File: config.mk
export PLATFORM = sky130hd
export DESIGN_NAME = div_seq
export DESIGN_NICKNAME = d
export VERILOG_FILES = /design/src/rtl/div_pkg.sv /design/src/rtl/addsub_n.sv /design/src/rtl/div_seq.sv
export SDC_FILE = /design/constraint.sdc
export NUM_CORES = 1
export LEC_CHECK = 0
export CAP_MARGIN = 20
export CORE_MARGIN = 1
export CORE_UTILIZATION = 56
export CTS_CLUSTER_DIAMETER = 120
export DETAILED_ROUTE_END_ITERATION = 10
export PLACE_DENSITY = 0.82
export SETUP_SLACK_MARGIN = 0.05
export SYNTH_ARGS = -nofsm -noshare
export SYNTH_HDL_FRONTEND = slang
export SYNTH_SLANG_ARGS = --single-unit
File: constraint.sdc
create_clock -name clk -period 14.44 [get_ports clk]
set_input_delay 2.888 -clock clk [delete_from_list [all_inputs] [get_ports clk]]
set_output_delay 2.888 -clock clk [all_outputs]
set_load 0.005 [all_outputs]
File: src/rtl/div_pkg.sv
// Shared FSM encoding and default width for the sequential divider.
package div_pkg;

    localparam int DIV_WIDTH = 32;

    typedef enum logic [1:0] {
        IDLE = 2'd0,
        CALC = 2'd1,
        FIX  = 2'd2,
        DONE = 2'd3
    } div_state_t;

endpackage

File: src/rtl/addsub_n.sv
// N-bit ripple-carry adder/subtractor; sub=1 computes a - b as a + ~b + 1.
module addsub_n #(
    parameter int N = 33
) (
    input  logic [N-1:0] a,
    input  logic [N-1:0] b,
    input  logic         sub,
    output logic [N-1:0] sum,
    output logic         carry_out,
    output logic         overflow
);

    logic [N:0]   carry;
    logic [N-1:0] b_eff;

    always_comb begin
        carry    = '0;
        sum      = '0;
        b_eff    = b ^ {N{sub}};
        carry[0] = sub;
        for (int i = 0; i < N; i++) begin
            sum[i]     = a[i] ^ b_eff[i] ^ carry[i];
            carry[i+1] = (a[i] & b_eff[i]) | (carry[i] & (a[i] ^ b_eff[i]));
        end
    end

    assign carry_out = carry[N];
    assign overflow  = carry[N] ^ carry[N-1];

endmodule

File: src/rtl/div_seq.sv
// Sequential restoring divider, one quotient bit per cycle, signed or unsigned.
// Divide-by-zero and signed MIN/-1 bypass the iteration and finish in two cycles.
module div_seq
    import div_pkg::*;
#(
    parameter int WIDTH = DIV_WIDTH
) (
    input  logic             clk,
    input  logic             rst,
    input  logic             in_valid,
    output logic             in_ready,
    input  logic [WIDTH-1:0] dividend,
    input  logic [WIDTH-1:0] divisor,
    input  logic             is_signed,
    output logic             out_valid,
    input  logic             out_ready,
    output logic [WIDTH-1:0] quotient,
    output logic [WIDTH-1:0] remainder,
    output logic             div_by_zero,
    output logic             overflow
);

    localparam int CW = $clog2(WIDTH + 1);
    localparam logic [WIDTH-1:0] MIN_VAL = {1'b1, {(WIDTH-1){1'b0}}};
    localparam logic [CW-1:0]    LAST_IT = CW'(WIDTH - 1);

    div_state_t       state_q, state_d;
    logic [WIDTH-1:0] rem_q, rem_d;
    logic [WIDTH-1:0] quo_q, quo_d;
    logic [WIDTH-1:0] dvs_q, dvs_d;
    logic [CW-1:0]    cnt_q, cnt_d;
    logic             neg_q, neg_d;
    logic             rsgn_q, rsgn_d;
    logic             byp_q, byp_d;
    logic             dz_q, dz_d;
    logic             ov_q, ov_d;
    logic             in_ready_q, in_ready_d;
    logic             out_valid_q, out_valid_d;

    logic             dvd_neg, dvs_neg;
    logic [WIDTH-1:0] dvd_mag, dvs_mag;
    logic [WIDTH:0]   rem_sh, trial_b, trial_diff;
    logic             trial_ok, trial_ovf_unused, trial_msb_unused;

    // Partial remainder always stays below the divisor, so WIDTH+1 bits
    // is enough for the shifted value and the trial difference.
    assign rem_sh           = {rem_q, quo_q[WIDTH-1]};
    assign trial_b          = {1'b0, dvs_q};
    assign trial_msb_unused = trial_diff[WIDTH];

    addsub_n #(.N(WIDTH + 1)) u_trial (
        .a         (rem_sh),
        .b         (trial_b),
        .sub       (1'b1),
        .sum       (trial_diff),
        .carry_out (trial_ok),
        .overflow  (trial_ovf_unused)
    );

    always_comb begin
        dvd_neg = is_signed & dividend[WIDTH-1];
        dvs_neg = is_signed & divisor[WIDTH-1];
        dvd_mag = dvd_neg ? -dividend : dividend;
        dvs_mag = dvs_neg ? -divisor  : divisor;

        state_d = state_q;
        rem_d   = rem_q;
        quo_d   = quo_q;
        dvs_d   = dvs_q;
        cnt_d   = cnt_q;
        neg_d   = neg_q;
        rsgn_d  = rsgn_q;
        byp_d   = byp_q;
        dz_d    = dz_q;
        ov_d    = ov_q;

        case (state_q)
            IDLE: begin
                if (in_valid) begin
                    state_d = FIX;
                    byp_d   = 1'b1;
                    dz_d    = 1'b0;
                    ov_d    = 1'b0;
                    cnt_d   = '0;
                    if (divisor == '0) begin
                        quo_d = '1;
                        rem_d = dividend;
                        dz_d  = 1'b1;
                    end else if (is_signed && dividend == MIN_VAL && divisor == '1) begin
                        quo_d = MIN_VAL;
                        rem_d = '0;
                        ov_d  = 1'b1;
                    end else begin
                        state_d = CALC;
                        byp_d   = 1'b0;
                        quo_d   = dvd_mag;
                        rem_d   = '0;
                        dvs_d   = dvs_mag;
                        neg_d   = dvd_neg ^ dvs_neg;
                        rsgn_d  = dvd_neg;
                    end
                end
            end
            CALC: begin
                rem_d = trial_ok ? trial_diff[WIDTH-1:0] : rem_sh[WIDTH-1:0];
                quo_d = {quo_q[WIDTH-2:0], trial_ok};
                cnt_d = cnt_q + CW'(1);
                if (cnt_q == LAST_IT) state_d = FIX;
            end
            FIX: begin
                if (!byp_q) begin
                    if (neg_q)  quo_d = -quo_q;
                    if (rsgn_q) rem_d = -rem_q;
                end
                state_d = DONE;
            end
            DONE: begin
                if (out_ready) state_d = IDLE;
            end
            default: state_d = IDLE;
        endcase

        in_ready_d  = (state_d == IDLE);
        out_valid_d = (state_d == DONE);
    end

    always_ff @(posedge clk) begin
        if (rst) begin
            state_q     <= IDLE;
            rem_q       <= '0;
            quo_q       <= '0;
            dvs_q       <= '0;
            cnt_q       <= '0;
            neg_q       <= 1'b0;
            rsgn_q      <= 1'b0;
            byp_q       <= 1'b0;
            dz_q        <= 1'b0;
            ov_q        <= 1'b0;
            in_ready_q  <= 1'b1;
            out_valid_q <= 1'b0;
        end else begin
            state_q     <= state_d;
            rem_q       <= rem_d;
            quo_q       <= quo_d;
            dvs_q       <= dvs_d;
            cnt_q       <= cnt_d;
            neg_q       <= neg_d;
            rsgn_q      <= rsgn_d;
            byp_q       <= byp_d;
            dz_q        <= dz_d;
            ov_q        <= ov_d;
            in_ready_q  <= in_ready_d;
            out_valid_q <= out_valid_d;
        end
    end

    assign in_ready    = in_ready_q;
    assign out_valid   = out_valid_q;
    assign quotient    = quo_q;
    assign remainder   = rem_q;
    assign div_by_zero = dz_q;
    assign overflow    = ov_q;

endmodule

Word-level counts from Yosys, hierarchy flattened

Cells that the tools add are included.

Output and inout bits: 68
Bits in registers: 111

Bitwise gates (word level): 169
Muxes and demuxes: 26
Eq/ne operators: 11
Add/subtract/negate cells: 5
Reductions and logical operators: 12

Operators with widths:

| operator                                      | number |
|---|---|
| two-way mux 32 bit                            | 12 |
| one-hot mux 32 bit (3 select lines)           | 2 |
| negator 32 bit                                | 4 |
| bitwise AND 1 bit                             | 67 |
| bitwise XOR 1 bit                             | 65 |
| == test 32 bit, second input constant         | 2 |
| inverter 32 -> 33 bit                         | 1 |
| bitwise OR 1 bit                              | 33 |
| zero test 32 bit                              | 1 |
| one-hot mux 6 bit (2 select lines)            | 1 |
| AND reduction 4 bit                           | 3 |
| two-way mux 2 bit                             | 5 |
| inequality test 2 bit, second input constant  | 4 |
| one-hot mux 2 bit (4 select lines)            | 1 |
| adder 6 x 1 -> 6 bit, second input constant   | 1 |
| == test 2 bit, second input constant          | 3 |
| == test 6 x 5 -> 1 bit, second input constant | 1 |
| two-way mux 6 bit                             | 1 |
| zero test 2 bit                               | 2 |
| two-way mux 1 bit                             | 4 |
| AND reduction 2 bit                           | 2 |
| inverter 1 bit                                | 3 |
| nonzero test 3 bit                            | 1 |
| == test 2 x 1 -> 1 bit, second input constant | 1 |
| other kinds (2)                               | 3 |

Depth between registers and ports, before layout

Word-level depth: 69
Gate-level depth with buffers: 45

Cells and area by module

Synthesis repeated with hierarchy kept, for this count alone.

Cells, all modules: 1273
Area, all modules: 9892.0 sq um

Modules (own cells, without submodules):

| module   | area each (sq um) | instances | cells each | seq. area each (sq um) |
|---|---|---|---|---|
| div_seq  | 8650.8            | 1         | 1139       | 2222.1 |
| addsub_n | 1241.2            | 1         | 134        | 0.0 |

Worst setup path before layout

Ideal clock, no wire load.

Path kind: flip-flop to flip-flop
Start point: register quo_q[31] (netlist: quotient[31])
End point: register rem_q[31] (netlist: remainder[31])
Cell stages (with the launch flop): 45
Data required time: 14.316 ns
Arrival: 12.806 ns
Clock period less this slack: 12.930 ns
Setup time: 0.124 ns
Path slack: 1.510 ns
Buffers on the path: 2
Path through: dfxtp_1 inv_1 ha_1 inv_1 fa_1 inv_1 fa_1 fa_1 fa_1 fa_1 fa_1 fa_1 fa_1 fa_1 fa_1 fa_1 fa_1 fa_1 [... 9 more ...] fa_1 fa_1 inv_1 fa_1 fa_1 inv_1 fa_1 fa_1 fa_1 fa_1 inv_1 fa_1 or2_2 clkbuf_1 buf_1 o21ai_0 a221oi_1 a21oi_1

Word-level cells in the longest chain between the ends: 68

RTL lines:

| item                                                   | line           | source |
|---|---|---|
| start, declared                                        | div_seq.sv:29  | `logic [WIDTH-1:0] quo_q, quo_d;` |
| start signal, assigned                                 | div_seq.sv:144 | `quo_q <= quo_d;` |
| bitwise AND 1 bit or bitwise XOR 1 bit (tied branches) | addsub_n.sv:23 | `carry[i+1] = (a[i] & b_eff[i]) \| (carry[i] & (a[i] ^ b_eff[i]));` |
| bitwise OR 1 bit (*)                                   | addsub_n.sv:23 |  |
| bitwise AND 1 bit (*)                                  | addsub_n.sv:23 |  |
| bitwise OR 1 bit (*)                                   | addsub_n.sv:23 |  |
| bitwise AND 1 bit (*)                                  | addsub_n.sv:23 |  |
| bitwise OR 1 bit (*)                                   | addsub_n.sv:23 |  |
| bitwise AND 1 bit (*)                                  | addsub_n.sv:23 |  |
| bitwise OR 1 bit (*)                                   | addsub_n.sv:23 |  |
| [... 52 more ...]                                      | --             |  |
| bitwise AND 1 bit (*)                                  | addsub_n.sv:23 |  |
| bitwise OR 1 bit (*)                                   | addsub_n.sv:23 |  |
| bitwise AND 1 bit                                      | addsub_n.sv:23 |  |
| bitwise OR 1 bit                                       | addsub_n.sv:23 |  |
| bitwise AND 1 bit                                      | addsub_n.sv:23 |  |
| bitwise OR 1 bit                                       | addsub_n.sv:23 |  |
| two-way mux 32 bit (*)                                 | div_seq.sv:105 | `rem_d = trial_ok ? trial_diff[WIDTH-1:0] : rem_sh[WIDTH-1:0];` |
| one-hot mux 32 bit (3 select lines) (*)                | div_seq.sv:77  | `case (state_q)` |
| end signal, assigned                                   | div_seq.sv:143 | `rem_q <= rem_d;` |
| end, declared                                          | div_seq.sv:28  | `logic [WIDTH-1:0] rem_q, rem_d;` |

Every way passes the cells marked *; elsewhere a longest branch is shown, timed or not.
A chain may end at the register's enable or synchronous reset.

Worst setup path in the final report

Same ends and word-level chain as after synthesis.

==> results.toml <==
[outcome]
status = "complete, no violations"

[drt]
num_vias = 9892
drc = 0
first_iter_violations = 1522
final_antenna_net_count = 0
first_pass_iters = 6
wire_per_inst_um = 20.1
routed_via_density = 6.74
totalWireLength_um = 29500

[layout]
antennaDiodeCount = 0
postLayoutCoreUtil_pct = 67.3
layout_commonest_cell = "clkdlybuf4s50_1"
fin_nets = 1358
drive_above_1_share_pct = 4.80
final_cell_area_um2 = 10700
final_cell_mix = "clkdlybuf4s50_1, nand2_1, dfxtp_1"
syn2layout_area_growth_pct = 17.6

[synthesis]
synth_cell_types = 78
ys_ff_latch = 111
avgSynthCellArea_um2 = 7.76
synthFlopType = "dfxtp_1"
ys_async_sr_fraction_pct = 0
synth_nets = 1285
syn_inst = 1173
yosysSeqAreaShare_pct = 24.4
synth_edf_count = 0
yosysWarnings = 0
synth_area_leaders = "dfxtp_1, fa_1, nand2_1, nor2_1, xnor2_1"
synth_area_um2 = 9100
synth_top_area_share_pct = 24.4
synth.largest_area_cell = "dfxtp_1"

[critical_path]
critical_path_class = "flip-flop to flip-flop"
path_max_fanout = 24
required_ns = 14.69
arrival_ns = 14.06
critPathMaxStageDelay_ns = 0.45
slowest_stage = "fa_1"
cpMostUsedCell = "fa_1"
cp-start-kind = "flip-flop"
endpoint_kind = "flip-flop"

[global_route]
grtUsageTotal_pct = 35.8
grt_antenna_before_repair = 0
grt_pass1_vias = 8764
grt_pass1_wl_um = 47100
grt_max_degree = 87
grt-ovfl-total = 0

[floorplan]
core_um2 = 15900
io_pins = 137
die_h_um = 129
die_area_um2 = 16800
initial_core_util_pct = 57.3
rows = 46
fp.dieW_um = 129

[placement]
dp_hpwl_um = 20900
place_area_um2 = 10400
dp_slack_ns = 0.797
gp_congestion = 0.912
port_buffers = 136

[power_and_ir_drop]
p_leak_uw = 0.00359
ir_drop_v = 0.0000684
power_density_nw_per_um2 = 105

[timing]
fmax_mhz = 72.4
fin_tns_setup_ns = 0
slew_violations = 0
slew_headroom_pct = 32.3
skew_ns = 0.00822
worst_slew_pin_slew_ns = 1.01
setup_ws_ns = 0.621
period_minus_slack_ns = 13.82
hold_viol_final = 0
setup_viol = 0
period_share_pct = 95.7
rsz0062_at_grt = "no"

[clock_tree]
cts_resized = 0
cts_tree = "done"
clk_latency_ns = 0.37
cts_max_level = 3
ctsHoldBuffers = 0
postCtsSetupRepairBufs = 0
clock-sinks = 111
cts.path.max_buffers = 2
numCtsBuffers = 9
clkTransAtPathRegs_ns = 0.08
cts_root_buf = "clkbuf_16"

[run]
drv_cap = 0

[worst_hold_path]
min_path_type = "flip-flop to flip-flop"
==> kinds of logic after synthesis <==
| family | share of synthesized area, % |
|---|---|
| and+or+nand+nor | 23.0 |
| muxes | 0.784 |
| DFF | 24.4 |
| AOI/OAI and AO/OA | 28.0 |
| buffers and inverters | 7.34 |
| xor gates and xnor gates | 7.99 |
| adders and majority gates | 8.47 |
==> layout make-up <==
class / instances / area, µm²
multi-input combinational: 915 / 6240
tap: 216 / 270
sequential: 111 / 2220
clock inverter: 7 / 55.1
inverter: 59 / 221
fill: 1388 / 5190
clock buffer: 9 / 225
timing repair buffer: 150 / 1460
==> through the flow <==
stage	power, µW	cells	hold WS [ns]
3_5_place_dp	857	1451	0.449
6_report	1120	1467	0.457
2_1_floorplan	690	1173	0.445
4_1_cts	1100	1467	0.461
3_3_place_gp	847	1451	0.445
5_1_grt	1180	1467	0.480
==> cell usage after synthesis, drive strengths merged, types with 7 or more instances <==
cell type and instances:
a21oi 53, or3 15, a2bb2oi 11, inv 58, clkbuf 66, nand2b 12
xor2 40, buf 20, nand3 21, and3 8, o41ai 8, xnor2 43
a31oi 29, nor4 34, o211ai 15, o31ai 22, a211oi 45, a41oi 9
or4 19, fa 31, nand4 18, a221oi 29, nor2 110, dfxtp 111
nor3 31, a221o 7, ha 12, a32o 7, nand2 121, o21ai 74
==> where the power goes <==
| part | internal (µW) | switching (µW) | leakage (µW) |
|---|---|---|---|
| registers | 338 | 53.7 | 0.000913 |
| clock network | 120 | 131 | 0.000138 |
| logic | 202 | 274 | 0.00254 |
| total | 659 | 459 | 0.00359 |
==> state kept, by name, indices dropped and copies added (netlist names), 2 cells and up <==
signal	cells
cnt_q	6
state_q	2
quotient	32
remainder	32
dvs_q	32
==> worst paths after layout <==
check,start,endpoint,slack [ns],depth (start not counted)
hold / removal,overflow,overflow,0.46,2
hold reg to reg,overflow,overflow,0.46,2
setup / recovery,quotient[31],remainder[31],0.62,43
setup reg to reg,quotient[31],remainder[31],0.62,43
==> worst max-delay path: cells and delay by family (launching register included) <==
kind | cells | cell delay [ns]
adder cells (fa/ha/maj) | 32 | 11.60
buffers and inverters | 7 | 0.72
AO/OA/AOI/OAI | 3 | 0.51
flip-flops | 1 | 0.43
AND/OR/NAND/NOR | 1 | 0.42
==> metal layers <==
| layer | track usage (%) | vias up | part of all wire (%) |
|---|---|---|---|
| li1 | - | 4520 | - |
| met1 | 49.4 | 4582 | 41 |
| met2 | 53.9 | 699 | 44 |
| met3 | 6.81 | 91 | 12 |
| met4 | 17.2 | 0 | 3.7 |
| met5 | 0 | - | 0 |
No activity file was read; power rests on OpenSTA's default activity.
